===== src/rtl/dpu_pkg.sv =====
// Shared DPU definitions: scheduler FSM states and MAC count per output.
package dpu_pkg;

    localparam int MACS = 27;

    typedef enum logic [2:0] {
        IDLE,
        LOAD_CB,
        CAPT_CB,
        START,
        RUN,
        EMIT,
        ADVANCE
    } state_t;

endpackage


===== src/rtl/layer0_scheduler.sv =====
// Layer-0 job scheduler: walks pixels x channels, feeds the MAC engine
// and presents each engine result on a valid/ready output port.
module layer0_scheduler #(
    parameter int MACS    = dpu_pkg::MACS,
    parameter int SCALE_W = 16,
    parameter int PIX_W   = 12,
    parameter int CH_W    = 6
) (
    input  logic                 clk,
    input  logic                 rst,
    input  logic                 cmd_valid,
    output logic                 cmd_ready,
    input  logic [PIX_W-1:0]     cmd_num_pix,
    input  logic [CH_W-1:0]      cmd_num_ch,
    output logic [PIX_W+4:0]     act_addr,
    input  logic [7:0]           act_data,
    output logic [CH_W+4:0]      w_addr,
    input  logic [7:0]           w_data,
    output logic [CH_W-1:0]      cb_addr,
    input  logic [31:0]          cb_bias,
    input  logic [SCALE_W-1:0]   cb_scale,
    output logic                 eng_start,
    output logic [7:0]           eng_act,
    output logic [7:0]           eng_w,
    output logic [31:0]          eng_bias,
    output logic [SCALE_W-1:0]   eng_scale,
    input  logic [4:0]           eng_mac_index,
    input  logic                 eng_done,
    input  logic [7:0]           eng_result,
    output logic                 out_valid,
    input  logic                 out_ready,
    output logic [7:0]           out_data,
    output logic [PIX_W-1:0]     out_pix,
    output logic [CH_W-1:0]      out_ch,
    output logic                 busy,
    output logic                 job_done
);
    import dpu_pkg::*;

    localparam logic [PIX_W+4:0] MAC_A = (PIX_W+5)'(MACS);
    localparam logic [CH_W+4:0]  MAC_W = (CH_W+5)'(MACS);

    state_t           state, state_nx;
    logic [PIX_W-1:0] num_pix, pix;
    logic [CH_W-1:0]  num_ch, ch;
    logic             ch_last, last, cmd_zero;

    assign ch_last  = (ch == num_ch - CH_W'(1));
    assign last     = ch_last && (pix == num_pix - PIX_W'(1));
    assign cmd_zero = (cmd_num_pix == '0) || (cmd_num_ch == '0);

    assign act_addr = (PIX_W+5)'(pix) * MAC_A + (PIX_W+5)'(eng_mac_index);
    assign w_addr   = (CH_W+5)'(ch) * MAC_W + (CH_W+5)'(eng_mac_index);
    assign cb_addr  = ch;
    assign eng_act  = act_data;
    assign eng_w    = w_data;

    always_ff @(posedge clk) begin
        if (rst) state <= IDLE;
        else     state <= state_nx;
    end

    always_comb begin
        state_nx  = state;
        cmd_ready = 1'b0;
        eng_start = 1'b0;
        out_valid = 1'b0;
        busy      = 1'b1;
        unique case (state)
            IDLE: begin
                busy      = 1'b0;
                cmd_ready = !rst;
                if (cmd_valid && !rst)
                    state_nx = cmd_zero ? IDLE : LOAD_CB;
            end
            LOAD_CB: state_nx = CAPT_CB;
            CAPT_CB: state_nx = START;
            START: begin
                eng_start = 1'b1;
                state_nx  = RUN;
            end
            RUN: if (eng_done) state_nx = EMIT;
            EMIT: begin
                out_valid = 1'b1;
                if (out_ready) state_nx = ADVANCE;
            end
            ADVANCE: state_nx = last ? IDLE : LOAD_CB;
            default: state_nx = IDLE;
        endcase
    end

    always_ff @(posedge clk) begin
        if (rst) begin
            num_pix   <= '0;
            num_ch    <= '0;
            pix       <= '0;
            ch        <= '0;
            eng_bias  <= '0;
            eng_scale <= '0;
            out_data  <= '0;
            out_pix   <= '0;
            out_ch    <= '0;
            job_done  <= 1'b0;
        end else begin
            job_done <= 1'b0;
            if (state == IDLE && cmd_valid) begin
                num_pix  <= cmd_num_pix;
                num_ch   <= cmd_num_ch;
                pix      <= '0;
                ch       <= '0;
                // Empty jobs finish immediately without touching the engine
                job_done <= cmd_zero;
            end
            if (state == CAPT_CB) begin
                eng_bias  <= cb_bias;
                eng_scale <= cb_scale;
            end
            if (state == RUN && eng_done) begin
                out_data <= eng_result;
                out_pix  <= pix;
                out_ch   <= ch;
            end
            if (state == EMIT && out_ready && last)
                job_done <= 1'b1;
            if (state == ADVANCE && !last) begin
                if (ch_last) begin
                    ch  <= '0;
                    pix <= pix + PIX_W'(1);
                end else begin
                    ch <= ch + CH_W'(1);
                end
            end
        end
    end

endmodule


===== config.mk =====
export PLATFORM = sky130hd
export DESIGN_NAME = layer0_scheduler
export DESIGN_NICKNAME = d
export VERILOG_FILES = /design/src/rtl/dpu_pkg.sv /design/src/rtl/layer0_scheduler.sv
export SDC_FILE = /design/constraint.sdc
export NUM_CORES = 1
export LEC_CHECK = 0
export BUFFER_PORTS_ARGS = -buffer_cell sky130_fd_sc_hd__buf_2
export CORE_ASPECT_RATIO = 0.5
export CORE_UTILIZATION = 26
export CTS_CLUSTER_SIZE = 28
export DETAILED_ROUTE_END_ITERATION = 7
export SLEW_MARGIN = 5
export SYNTH_ARGS = -nofsm -noshare
export SYNTH_HDL_FRONTEND = slang
export SYNTH_SLANG_ARGS = --single-unit

===== constraint.sdc =====
create_clock -name clk -period 5.17 [get_ports clk]
set_input_delay 1.034 -clock clk [delete_from_list [all_inputs] [get_ports clk]]
set_output_delay 1.034 -clock clk [all_outputs]
set_load 0.05 [all_outputs]

# Yosys cells after proc, flatten, opt, wreduce, memory -nomap -nowiden
# Cells that the tools add are included.
totals:
  out_inout_bits: 129
  elab_cells: 63
  register_bits: 114
classes:
  mux: 18
  multipliers: 2
  n_addsub: 6
  reduce_logical: 15
  n_eq_ne: 11
ops:
  columns: ["op", "count"]
  rows:
  - ["two-way mux 12 bit", 3]
  - ["one-hot mux 3 bit (7 select lines)", 1]
  - ["two-way mux 6 bit", 3]
  - ["adder 17 x 5 -> 17 bit", 1]
  - ["multiplier 12 x 5 -> 17 bit (second input constant)", 1]
  - ["adder 12 x 1 -> 12 bit (second input constant)", 1]
  - ["== test 12 bit", 1]
  - ["zero test 12 bit", 1]
  - ["subtractor 12 x 1 -> 12 bit (second input constant)", 1]
  - ["adder 11 x 5 -> 11 bit", 1]
  - ["multiplier 6 x 5 -> 11 bit (second input constant)", 1]
  - ["== test 3 bit (second input constant)", 3]
  - ["two-way mux 3 bit", 3]
  - ["two-way mux 1 bit", 8]
  - ["logical AND 1 bit", 7]
  - ["adder 6 x 1 -> 6 bit (second input constant)", 1]
  - ["== test 3 x 2 -> 1 bit (second input constant)", 2]
  - ["== test 6 bit", 1]
  - ["zero test 6 bit", 1]
  - ["inequality test 2 bit (second input constant)", 3]
  - ["subtractor 6 x 1 -> 6 bit (second input constant)", 1]
  - ["== test 3 x 1 -> 1 bit (second input constant)", 1]
  - ["zero test 3 bit", 1]
  - ["AND reduction 3 bit", 1]
  - ["3 further kinds", 4]

# Depth between registers and ports, before layout
# Gate-level depths: netlist of run 1.
depth:
  ltp_word: 6
  mapped_depth: 14

# Worst setup path after synthesis of run 1
# OpenSTA, ideal clock, no wires.
synth_path:
  path_type: "input port to output port"
  start: "in eng_mac_index[3]"
  end: "out act_addr[14]"
  path_buffers: 0
  cell_stages: 13
  arrival_time_ns: 4.464
  path_slack_ns: -0.328
  cell_sequence: "inv_1 -> fa_1 -> inv_1 -> ha_1 -> ha_1 -> fa_1 -> a21o_1 -> a21oi_1 -> o2111ai_1 -> a21oi_1 -> o21bai_1 -> a21o_1 -> xor2_1"
synth_via:
  elab_chain_cells: 1
synth_lines:
  columns: ["element", "line_no", "rtl"]
  rows:
  - ["from (decl)", "layer0_scheduler.sv:27", "input logic [4:0] eng_mac_index,"]
  - ["adder 17 x 5 -> 17 bit", "layer0_scheduler.sv:52", "assign act_addr = (PIX_W+5)'(pix) * MAC_A + (PIX_W+5)'(eng_mac_index);"]
  - ["to (decl)", "layer0_scheduler.sv:15", "output logic [PIX_W+4:0] act_addr,"]
# No other way between the ends.

# Final worst setup path of run 1
layout_path:
  start: "in eng_mac_index[4]"
  end: "out act_addr[15]"
# The elaborated chain is that of the path after synthesis.

==> flow_results.xml, run 1 <==
<?xml version="1.0" encoding="UTF-8"?>
<metrics>
  <group name="status">
    <metric name="outcome" unit="">completed</metric>
  </group>
  <group name="cts">
    <metric name="clkSlewWorstSetupHoldPaths" unit="ps">50</metric>
    <metric name="maximum_buffer_depth_of_the_clock_tree" unit="">2</metric>
    <metric name="cts_root_buf" unit="">sky130_fd_sc_hd__clkbuf_16</metric>
    <metric name="cts_made_buffers" unit="">17</metric>
    <metric name="cts-hold-fix-buffers" unit="">0</metric>
    <metric name="cts_tree" unit="">built</metric>
    <metric name="clock_sinks" unit="">114</metric>
    <metric name="insertion_delay" unit="ps">410</metric>
    <metric name="deepest_level_of_the_cts_h_tree" unit="">4</metric>
  </group>
  <group name="sta">
    <metric name="least_margin_pin_slew" unit="ps">1140</metric>
    <metric name="final_worst_path_cycle_share" unit="%">98.2</metric>
    <metric name="max_freq" unit="MHz">197</metric>
    <metric name="report.final.hold_viol_count" unit="">0</metric>
    <metric name="max_slew_vio_count" unit="">0</metric>
    <metric name="relative_max_transition_margin" unit="%">23.9</metric>
    <metric name="fin_worst_hold_slack" unit="ps">450</metric>
    <metric name="rsz0062_at_grt" unit="">no</metric>
    <metric name="timing.final.crit_period" unit="ps">5080</metric>
    <metric name="setup_viol_count_final" unit="">0</metric>
    <metric name="skew" unit="ps">8.80</metric>
  </group>
  <group name="synthesis">
    <metric name="ys_seq_elements" unit="">114</metric>
    <metric name="synth_edf_count" unit="">0</metric>
    <metric name="syn-instance-count" unit="">911</metric>
    <metric name="most_instantiated_library_cell_after_synthesis" unit="">sky130_fd_sc_hd__nand2_1</metric>
    <metric name="synth-seq-area-share" unit="%">30.7</metric>
    <metric name="synth_nets" unit="">1109</metric>
    <metric name="synth-main-ff-cell" unit="">sky130_fd_sc_hd__dfxtp_1</metric>
    <metric name="synth_cell_types" unit="">66</metric>
    <metric name="post_synth_main_area_contributors" unit="">sky130_fd_sc_hd__dfxtp_1 31%, sky130_fd_sc_hd__ha_1 12%, sky130_fd_sc_hd__nand2_1 11%</metric>
    <metric name="synth_largest_area_cell" unit="">sky130_fd_sc_hd__dfxtp_1</metric>
    <metric name="synthesis.area_per_instance" unit="sq um">8.16</metric>
    <metric name="synth-async-reset-ratio" unit="%">0</metric>
    <metric name="yosys.area.top_type_share" unit="%">30.7</metric>
    <metric name="yosys_warnings" unit="">0</metric>
    <metric name="netlist_area" unit="sq um">7440</metric>
    <metric name="ys_top_cells_by_count" unit="">211 x sky130_fd_sc_hd__nand2_1, 119 x sky130_fd_sc_hd__a21oi_1, 114 x sky130_fd_sc_hd__dfxtp_1, 84 x sky130_fd_sc_hd__inv_1, 71 x sky130_fd_sc_hd__ha_1</metric>
  </group>
  <group name="floorplan">
    <metric name="floorplan.initialDensity" unit="%">26.6</metric>
    <metric name="design.core.area" unit="sq um">27900</metric>
    <metric name="die_area" unit="sq um">29300</metric>
    <metric name="die_w" unit="microns">241</metric>
    <metric name="die_height" unit="microns">122</metric>
    <metric name="rows" unit="">43</metric>
    <metric name="num_io_pins" unit="">229</metric>
  </group>
  <group name="route">
    <metric name="drt_pass1_iterations" unit="">4</metric>
    <metric name="drcViolationCount" unit="">0</metric>
    <metric name="avgRoutedWirePerCell" unit="microns">13.4</metric>
    <metric name="drt_iter0_drc" unit="">299</metric>
    <metric name="final_antenna_net_count" unit="">0</metric>
    <metric name="num_vias" unit="">6775</metric>
    <metric name="detail_route.wirelength" unit="mm">20.2</metric>
    <metric name="route.detailed.vias_per_inst" unit="">4.51</metric>
  </group>
  <group name="placed_design">
    <metric name="gp_congestion" unit="">0.824</metric>
    <metric name="io_buffers" unit="">196</metric>
    <metric name="postPlaceCellArea" unit="sq um">8890</metric>
    <metric name="placed_cells_incl_taps" unit="">1463</metric>
    <metric name="dp_hpwl" unit="mm">15.6</metric>
  </group>
  <group name="worst_setup_path">
    <metric name="r2r_setup_slack" unit="ps">2460</metric>
    <metric name="worst-endpoint-arrival" unit="ps">4040</metric>
    <metric name="worstReg2RegEnd" unit="">cb_addr[5]$_SDFFE_PP0P_</metric>
    <metric name="crit_path_capture" unit="">act_addr[15]</metric>
    <metric name="worstSetupEndpointType" unit="">output port</metric>
    <metric name="rr_startpoint" unit="">num_pix[0]$_SDFFE_PP0P_</metric>
    <metric name="critPathRequiredTime" unit="ps">4140</metric>
    <metric name="worst_r2r_path_depth" unit="">9</metric>
    <metric name="crit_type" unit="">input pin to output port</metric>
    <metric name="critical_path_start_type" unit="">input pin</metric>
    <metric name="worstPathMaxFanout" unit="">2</metric>
    <metric name="setup.worst_path.start" unit="">eng_mac_index[4]</metric>
  </group>
  <group name="power">
    <metric name="power_density" unit="nW/um^2">332</metric>
    <metric name="post-layout-total-power" unit="mW">3.21</metric>
    <metric name="ir_drop" unit="V">0.000240</metric>
    <metric name="power.static_leakage" unit="nW">4.58</metric>
  </group>
  <group name="final_layout">
    <metric name="post_route_cells_drive_above_1_share" unit="%">27.4</metric>
    <metric name="final_util" unit="%">34.6</metric>
    <metric name="area_delta_synth_final" unit="%">29.8</metric>
    <metric name="postLayoutCellArea" unit="sq um">9650</metric>
    <metric name="nets" unit="">1299</metric>
    <metric name="instances_no_fill" unit="">1501</metric>
  </group>
  <group name="global_route">
    <metric name="pin_count_of_the_biggest_net_entering_global_routing" unit="">69</metric>
    <metric name="antenna_found_initial" unit="">6</metric>
    <metric name="grt_overflow" unit="">0</metric>
    <metric name="grt_first_pass_wirelength" unit="mm">32.2</metric>
    <metric name="grt_pass1_vias" unit="">6471</metric>
    <metric name="track_usage" unit="%">13.8</metric>
  </group>
  <group name="job">
    <metric name="max-cap-violations" unit="">0</metric>
  </group>
  <group name="min_path">
    <metric name="timing.hold.worst.class" unit="">flip-flop to flip-flop</metric>
  </group>
</metrics>
worst max-delay path, cell delays in order:
cell                      delay, ps
sky130_fd_sc_hd__buf_6          100
sky130_fd_sc_hd__fa_1           540
sky130_fd_sc_hd__ha_4           210
sky130_fd_sc_hd__fa_1           490
sky130_fd_sc_hd__ha_4           290
sky130_fd_sc_hd__buf_6           90
sky130_fd_sc_hd__a21oi_2         50
sky130_fd_sc_hd__o21a_1         190
sky130_fd_sc_hd__o31a_1         330
sky130_fd_sc_hd__nor2b_4        150
sky130_fd_sc_hd__o31ai_4        230
sky130_fd_sc_hd__xor2_2         160
sky130_fd_sc_hd__buf_6          170
state kept, by name, indices dropped and copies added, names as in the netlist:
| register | count |
|---|---|
| eng_bias | 32 |
| eng_scale | 16 |
| num_pix | 12 |
| out_pix | 12 |
| pix | 12 |
| out_data | 8 |
| cb_addr | 6 |
| num_ch | 6 |
| out_ch | 6 |
| state | 3 |
| job_done | 1 |
report_power, final:
group	total [mW]	internal, mW	switching [mW]
Clock	1.18	0.729	0.455
Combinational	0.969	0.278	0.691
Sequential	1.06	0.976	0.0790
worst min-delay path by stage:
stage | depth (start not counted) | endpoint | slack [ps] | startpoint
5_1_grt | 2 | out_pix[10]$_SDFFE_PP0P_ | 460 | out_pix[10]$_SDFFE_PP0P_
3_3_place_gp | 2 | eng_bias[2]$_SDFFE_PP0P_ | 440 | eng_bias[2]$_SDFFE_PP0P_
6_report | 2 | eng_scale[3]$_SDFFE_PP0P_ | 450 | eng_scale[3]$_SDFFE_PP0P_
3_5_place_dp | 2 | eng_scale[8]$_SDFFE_PP0P_ | 440 | eng_scale[8]$_SDFFE_PP0P_
2_1_floorplan | 2 | num_ch[5]$_SDFFE_PP0P_ | 450 | num_ch[5]$_SDFFE_PP0P_
4_1_cts | 2 | eng_scale[8]$_SDFFE_PP0P_ | 450 | eng_scale[8]$_SDFFE_PP0P_
cells by family after synthesis:
family,Yosys count,synth area share (%)
adders and majority gates,98,19.2
muxes,2,0.286
AOI/OAI and AO/OA,192,15.9
and+or+nand+nor,317,19.9
xor gates and xnor gates,48,5.99
DFF,114,30.7
buffers and inverters,140,7.99
area by class of cell:
| class | instances | area, sq um |
|---|---|---|
| fill | 2952 | 18300 |
| sequential | 114 | 2290 |
| multi-input combinational | 657 | 4710 |
| clock inverter | 13 | 150 |
| clock buffer | 19 | 443 |
| inverter | 84 | 315 |
| tap | 382 | 478 |
| timing repair buffer | 227 | 1260 |
| antenna | 5 | 12.5 |
layer usage:
metal,vias to the layer above,wire (microns),GRT usage (%)
li1,3414,-,-
met3,32,742,3.54
met1,3243,8840,17.1
met4,2,312,4.31
met5,-,10,0
met2,84,10200,23.6
cell usage in the layout (no fill, tap or decap), drive strengths merged, types with 3 or more instances in the layout:
| cell | synthesis | layout |
|---|---|---|
| a211o | 3 | 3 |
| nor4 | 6 | 6 |
| o21bai | 4 | 4 |
| ha | 71 | 71 |
| fa | 27 | 27 |
| a211oi | 5 | 5 |
| xnor2 | 25 | 25 |
| o31ai | 5 | 5 |
| nor2 | 20 | 20 |
| xor2 | 22 | 22 |
| nand2 | 211 | 211 |
| nand2b | 4 | 4 |
| o21ai | 14 | 14 |
| clkinvlp | 0 | 5 |
| a21oi | 119 | 119 |
| nor2b | 3 | 3 |
| nor3b | 4 | 4 |
| or3 | 14 | 14 |
| a311oi | 5 | 5 |
| nor3 | 12 | 12 |
| diode | 0 | 5 |
| o211ai | 4 | 4 |
| clkbuf | 33 | 20 |
| nand4 | 6 | 6 |
| nand3b | 12 | 12 |
| dfxtp | 114 | 114 |
| and2 | 5 | 5 |
| nand3 | 11 | 11 |
| inv | 84 | 88 |
| a31oi | 6 | 6 |
| a21o | 13 | 13 |
| buf | 23 | 226 |
timing repair:
action                                  in CTS  in global routing
pin swaps                                   11                  7
buffers inserted                             1                  0
endpoints found under the setup margin       7                  8
gates resized for setup                     18                 19
stage by stage:
stage | setup TNS (ps) | worst slack (ps)
finish | 0 | 94.1
global route | 0 | 12.4
CTS | 0 | 8.88
detailed placement | -803 | -267
global placement | -561 | -243
floorplan | -85.8 | -75.2
Note: power is estimated with default switching activity, not from simulation.
==> run 2, diff against run 1 <==
--- a/config.mk
+++ b/config.mk
@@ -7,9 +7,11 @@
 export LEC_CHECK = 0
 export BUFFER_PORTS_ARGS = -buffer_cell sky130_fd_sc_hd__buf_2
 export CORE_ASPECT_RATIO = 0.5
-export CORE_UTILIZATION = 26
+export CORE_UTILIZATION = 45
 export CTS_CLUSTER_SIZE = 28
 export DETAILED_ROUTE_END_ITERATION = 7
+export PLACE_DENSITY = 0.72
+export REMOVE_ABC_BUFFERS = 1
 export SLEW_MARGIN = 5
 export SYNTH_ARGS = -nofsm -noshare
 export SYNTH_HDL_FRONTEND = slang
==> flow_results.xml, run 2 (same netlist as run 1, synthesis figures left out) <==
<?xml version="1.0" encoding="UTF-8"?>
<metrics>
  <group name="sta">
    <metric name="skew" unit="ps">15.7</metric>
    <metric name="report.final.hold_viol_count" unit="">0</metric>
    <metric name="fin_worst_hold_slack" unit="ps">450</metric>
    <metric name="relative_max_transition_margin" unit="%">18.6</metric>
    <metric name="final_critical_path_setup_slack" unit="ps">51.6</metric>
    <metric name="rsz0062_at_grt" unit="">yes</metric>
    <metric name="max_slew_vio_count" unit="">0</metric>
    <metric name="max_freq" unit="MHz">195</metric>
    <metric name="setup_total_negative_slack" unit="ps">0</metric>
    <metric name="least_margin_pin_slew" unit="ps">1220</metric>
    <metric name="timing.final.crit_period" unit="ps">5120</metric>
    <metric name="final_worst_path_cycle_share" unit="%">99.0</metric>
    <metric name="setup_viol_count_final" unit="">0</metric>
  </group>
  <group name="floorplan">
    <metric name="die_area" unit="sq um">17100</metric>
    <metric name="die_height" unit="microns">92.9</metric>
    <metric name="floorplan.initialDensity" unit="%">47.1</metric>
    <metric name="design.core.area" unit="sq um">15800</metric>
    <metric name="num_io_pins" unit="">229</metric>
    <metric name="rows" unit="">32</metric>
    <metric name="die_w" unit="microns">184</metric>
  </group>
  <group name="min_path">
    <metric name="worstHoldEndpoint" unit="">eng_bias[28]$_SDFFE_PP0P_</metric>
    <metric name="timing.hold.worst.class" unit="">flip-flop to flip-flop</metric>
    <metric name="holdCritStartpoint" unit="">eng_bias[28]$_SDFFE_PP0P_</metric>
    <metric name="hold_path_depth" unit="">2</metric>
  </group>
  <group name="worst_setup_path">
    <metric name="setup.worst_path.start" unit="">eng_mac_index[4]</metric>
    <metric name="worstReg2RegEnd" unit="">pix[0]$_SDFF_PP0_</metric>
    <metric name="rr_startpoint" unit="">num_pix[0]$_SDFFE_PP0P_</metric>
    <metric name="worst-endpoint-arrival" unit="ps">4080</metric>
    <metric name="critPathSlowestCell" unit="">sky130_fd_sc_hd__fa_1</metric>
    <metric name="worst_r2r_path_depth" unit="">9</metric>
    <metric name="timing.critical_path.slowest_cell_delay" unit="ps">560</metric>
    <metric name="crit_type" unit="">input pin to output port</metric>
    <metric name="timing.critical_path.cells" unit="">buf_6 &gt; fa_1 &gt; ha_1 &gt; fa_1 &gt; ha_4 &gt; a21o_1 &gt; a21oi_4 &gt; o2111ai_2 &gt; a21oi_2 &gt; o21ai_2 &gt; a21oi_2 &gt; xnor2_1 &gt; bufbuf_16</metric>
    <metric name="worstPathMaxFanout" unit="">3</metric>
    <metric name="critPathRequiredTime" unit="ps">4140</metric>
    <metric name="r2r_setup_slack" unit="ps">2500</metric>
    <metric name="critical_path_start_type" unit="">input pin</metric>
    <metric name="cp_num_buf_inv" unit="">2</metric>
    <metric name="worstSetupEndpointType" unit="">output port</metric>
    <metric name="cp_num_cells" unit="">13</metric>
    <metric name="timing.critical_path.max_delay_family" unit="">adder cells</metric>
  </group>
  <group name="final_layout">
    <metric name="layout.cells.most_common" unit="">sky130_fd_sc_hd__nand2_1</metric>
    <metric name="top_library_cells_by_usage_in_the_layout_fill_and_taps_aside" unit="">211 x sky130_fd_sc_hd__nand2_1, 187 x sky130_fd_sc_hd__buf_2, 113 x sky130_fd_sc_hd__a21oi_1</metric>
    <metric name="area_delta_synth_final" unit="%">26.6</metric>
    <metric name="post_route_cells_drive_above_1_share" unit="%">27.0</metric>
    <metric name="postLayoutCellArea" unit="sq um">9410</metric>
    <metric name="instances_no_fill" unit="">1330</metric>
    <metric name="reg_top3" unit="">eng_bias (32), eng_scale (16)</metric>
    <metric name="largest-register" unit="">eng_bias</metric>
    <metric name="final_util" unit="%">59.7</metric>
    <metric name="largest_register_ffs" unit="">32</metric>
    <metric name="nets" unit="">1293</metric>
  </group>
  <group name="job">
    <metric name="max-cap-violations" unit="">0</metric>
  </group>
  <group name="cts">
    <metric name="cts-hold-fix-buffers" unit="">0</metric>
    <metric name="clock_sinks" unit="">114</metric>
    <metric name="clkSlewWorstSetupHoldPaths" unit="ps">50</metric>
    <metric name="maximum_buffer_depth_of_the_clock_tree" unit="">2</metric>
    <metric name="cts_made_buffers" unit="">17</metric>
    <metric name="cts_tree" unit="">built</metric>
    <metric name="insertion_delay" unit="ps">410</metric>
    <metric name="cts_root_buf" unit="">sky130_fd_sc_hd__clkbuf_16</metric>
    <metric name="deepest_level_of_the_cts_h_tree" unit="">4</metric>
  </group>
  <group name="global_route">
    <metric name="track_usage" unit="%">22.3</metric>
    <metric name="pin_count_of_the_biggest_net_entering_global_routing" unit="">73</metric>
    <metric name="grt_overflow" unit="">0</metric>
    <metric name="grt_pass1_vias" unit="">6514</metric>
    <metric name="grt_first_pass_wirelength" unit="mm">30.6</metric>
    <metric name="antenna_found_initial" unit="">2</metric>
  </group>
  <group name="power">
    <metric name="power.static_leakage" unit="nW">4.55</metric>
    <metric name="ir_drop" unit="V">0.000188</metric>
    <metric name="netSwitchingFraction" unit="%">38.2</metric>
    <metric name="p_int" unit="mW">1.97</metric>
    <metric name="seq_power_share" unit="%">33.2</metric>
    <metric name="switchingPower" unit="mW">1.22</metric>
    <metric name="share_comb_of_total_power" unit="%">30.4</metric>
    <metric name="post-layout-total-power" unit="mW">3.18</metric>
    <metric name="power_density" unit="nW/um^2">338</metric>
    <metric name="share_clk_of_total_power" unit="%">36.4</metric>
  </group>
  <group name="route">
    <metric name="drcViolationCount" unit="">0</metric>
    <metric name="route.top_layer_used" unit="">met5</metric>
    <metric name="final_antenna_net_count" unit="">0</metric>
    <metric name="routed-wl-met3" unit="mm">1.09</metric>
    <metric name="met2_wirelength" unit="mm">9.42</metric>
    <metric name="drt_pass1_iterations" unit="">4</metric>
    <metric name="route.detailed.vias_per_inst" unit="">5.07</metric>
    <metric name="detail_route.wirelength" unit="mm">19.0</metric>
    <metric name="detail_route.wirelength.met1" unit="mm">8.17</metric>
    <metric name="drt_iter0_drc" unit="">263</metric>
    <metric name="num_vias" unit="">6742</metric>
    <metric name="avgRoutedWirePerCell" unit="microns">14.3</metric>
  </group>
  <group name="placed_design">
    <metric name="dp_hpwl" unit="mm">14.0</metric>
    <metric name="postPlaceCellArea" unit="sq um">8650</metric>
    <metric name="placed_cells_incl_taps" unit="">1295</metric>
    <metric name="dpl_worst_slack" unit="ps">-287</metric>
    <metric name="gp_congestion" unit="">0.839</metric>
    <metric name="io_buffers" unit="">196</metric>
  </group>
  <group name="status">
    <metric name="outcome" unit="">completed</metric>
  </group>
</metrics>
-- run 2: metal layers --
layer  global-route usage [%]  vias up
met5                        0        -
met4                     8.61        2
met3                     4.95       25
met2                     39.6      180
met1                     26.3     3134
li1                         -     3401
-- run 2: how the worst max path moves through the flow --
| stage | to | slack, ps |
|---|---|---|
| CTS | act_addr[15] | 0.9 |
| global placement | act_addr[16] | -150 |
| global route | act_addr[16] | -60 |
| detailed placement | act_addr[16] | -290 |
| floorplan | act_addr[14] | -330 |
| finish | act_addr[16] | 50 |
-- run 2: worst reg2reg max path, stage by stage, from the launching register on --
cell and delay [ps]:
sky130_fd_sc_hd__dfxtp_1 390, sky130_fd_sc_hd__inv_1 100, sky130_fd_sc_hd__ha_1 200, sky130_fd_sc_hd__or4b_4 490, sky130_fd_sc_hd__o21ai_1 120, sky130_fd_sc_hd__nor3b_2 230
sky130_fd_sc_hd__nand4_2 200, sky130_fd_sc_hd__o311ai_4 430, sky130_fd_sc_hd__and2_1 330, sky130_fd_sc_hd__a21o_1 150
-- run 2: area by class of cell --
| class | instances | area (sq um) |
|---|---|---|
| Fill cell | 1442 | 6360 |
| Multi-Input combinational cell | 657 | 4680 |
| Sequential cell | 114 | 2290 |
| Timing Repair Buffer | 221 | 1260 |
| Clock buffer | 17 | 425 |
| Inverter | 84 | 315 |
| Tap cell | 221 | 277 |
| Clock inverter | 15 | 159 |
| Antenna cell | 1 | 2.50 |
-- run 2: repair_timing --
item	in CTS	in global routing
pin swaps	13	13
gates cloned	0	0
setup buffers	2	0
endpoints found under the setup margin	6	8
gates resized for setup	16	22
-- run 2: power by group through the flow --
stage                     Combinational [mW]  Sequential, mW  Clock [mW]
after floorplan                        0.487            1.30           0
after global placement                 0.939            1.07           0
after detailed placement               0.964            1.07           0
after CTS                              0.972            1.06        1.18
after global routing                    1.04            1.07        1.23
final                                  0.967            1.06        1.16
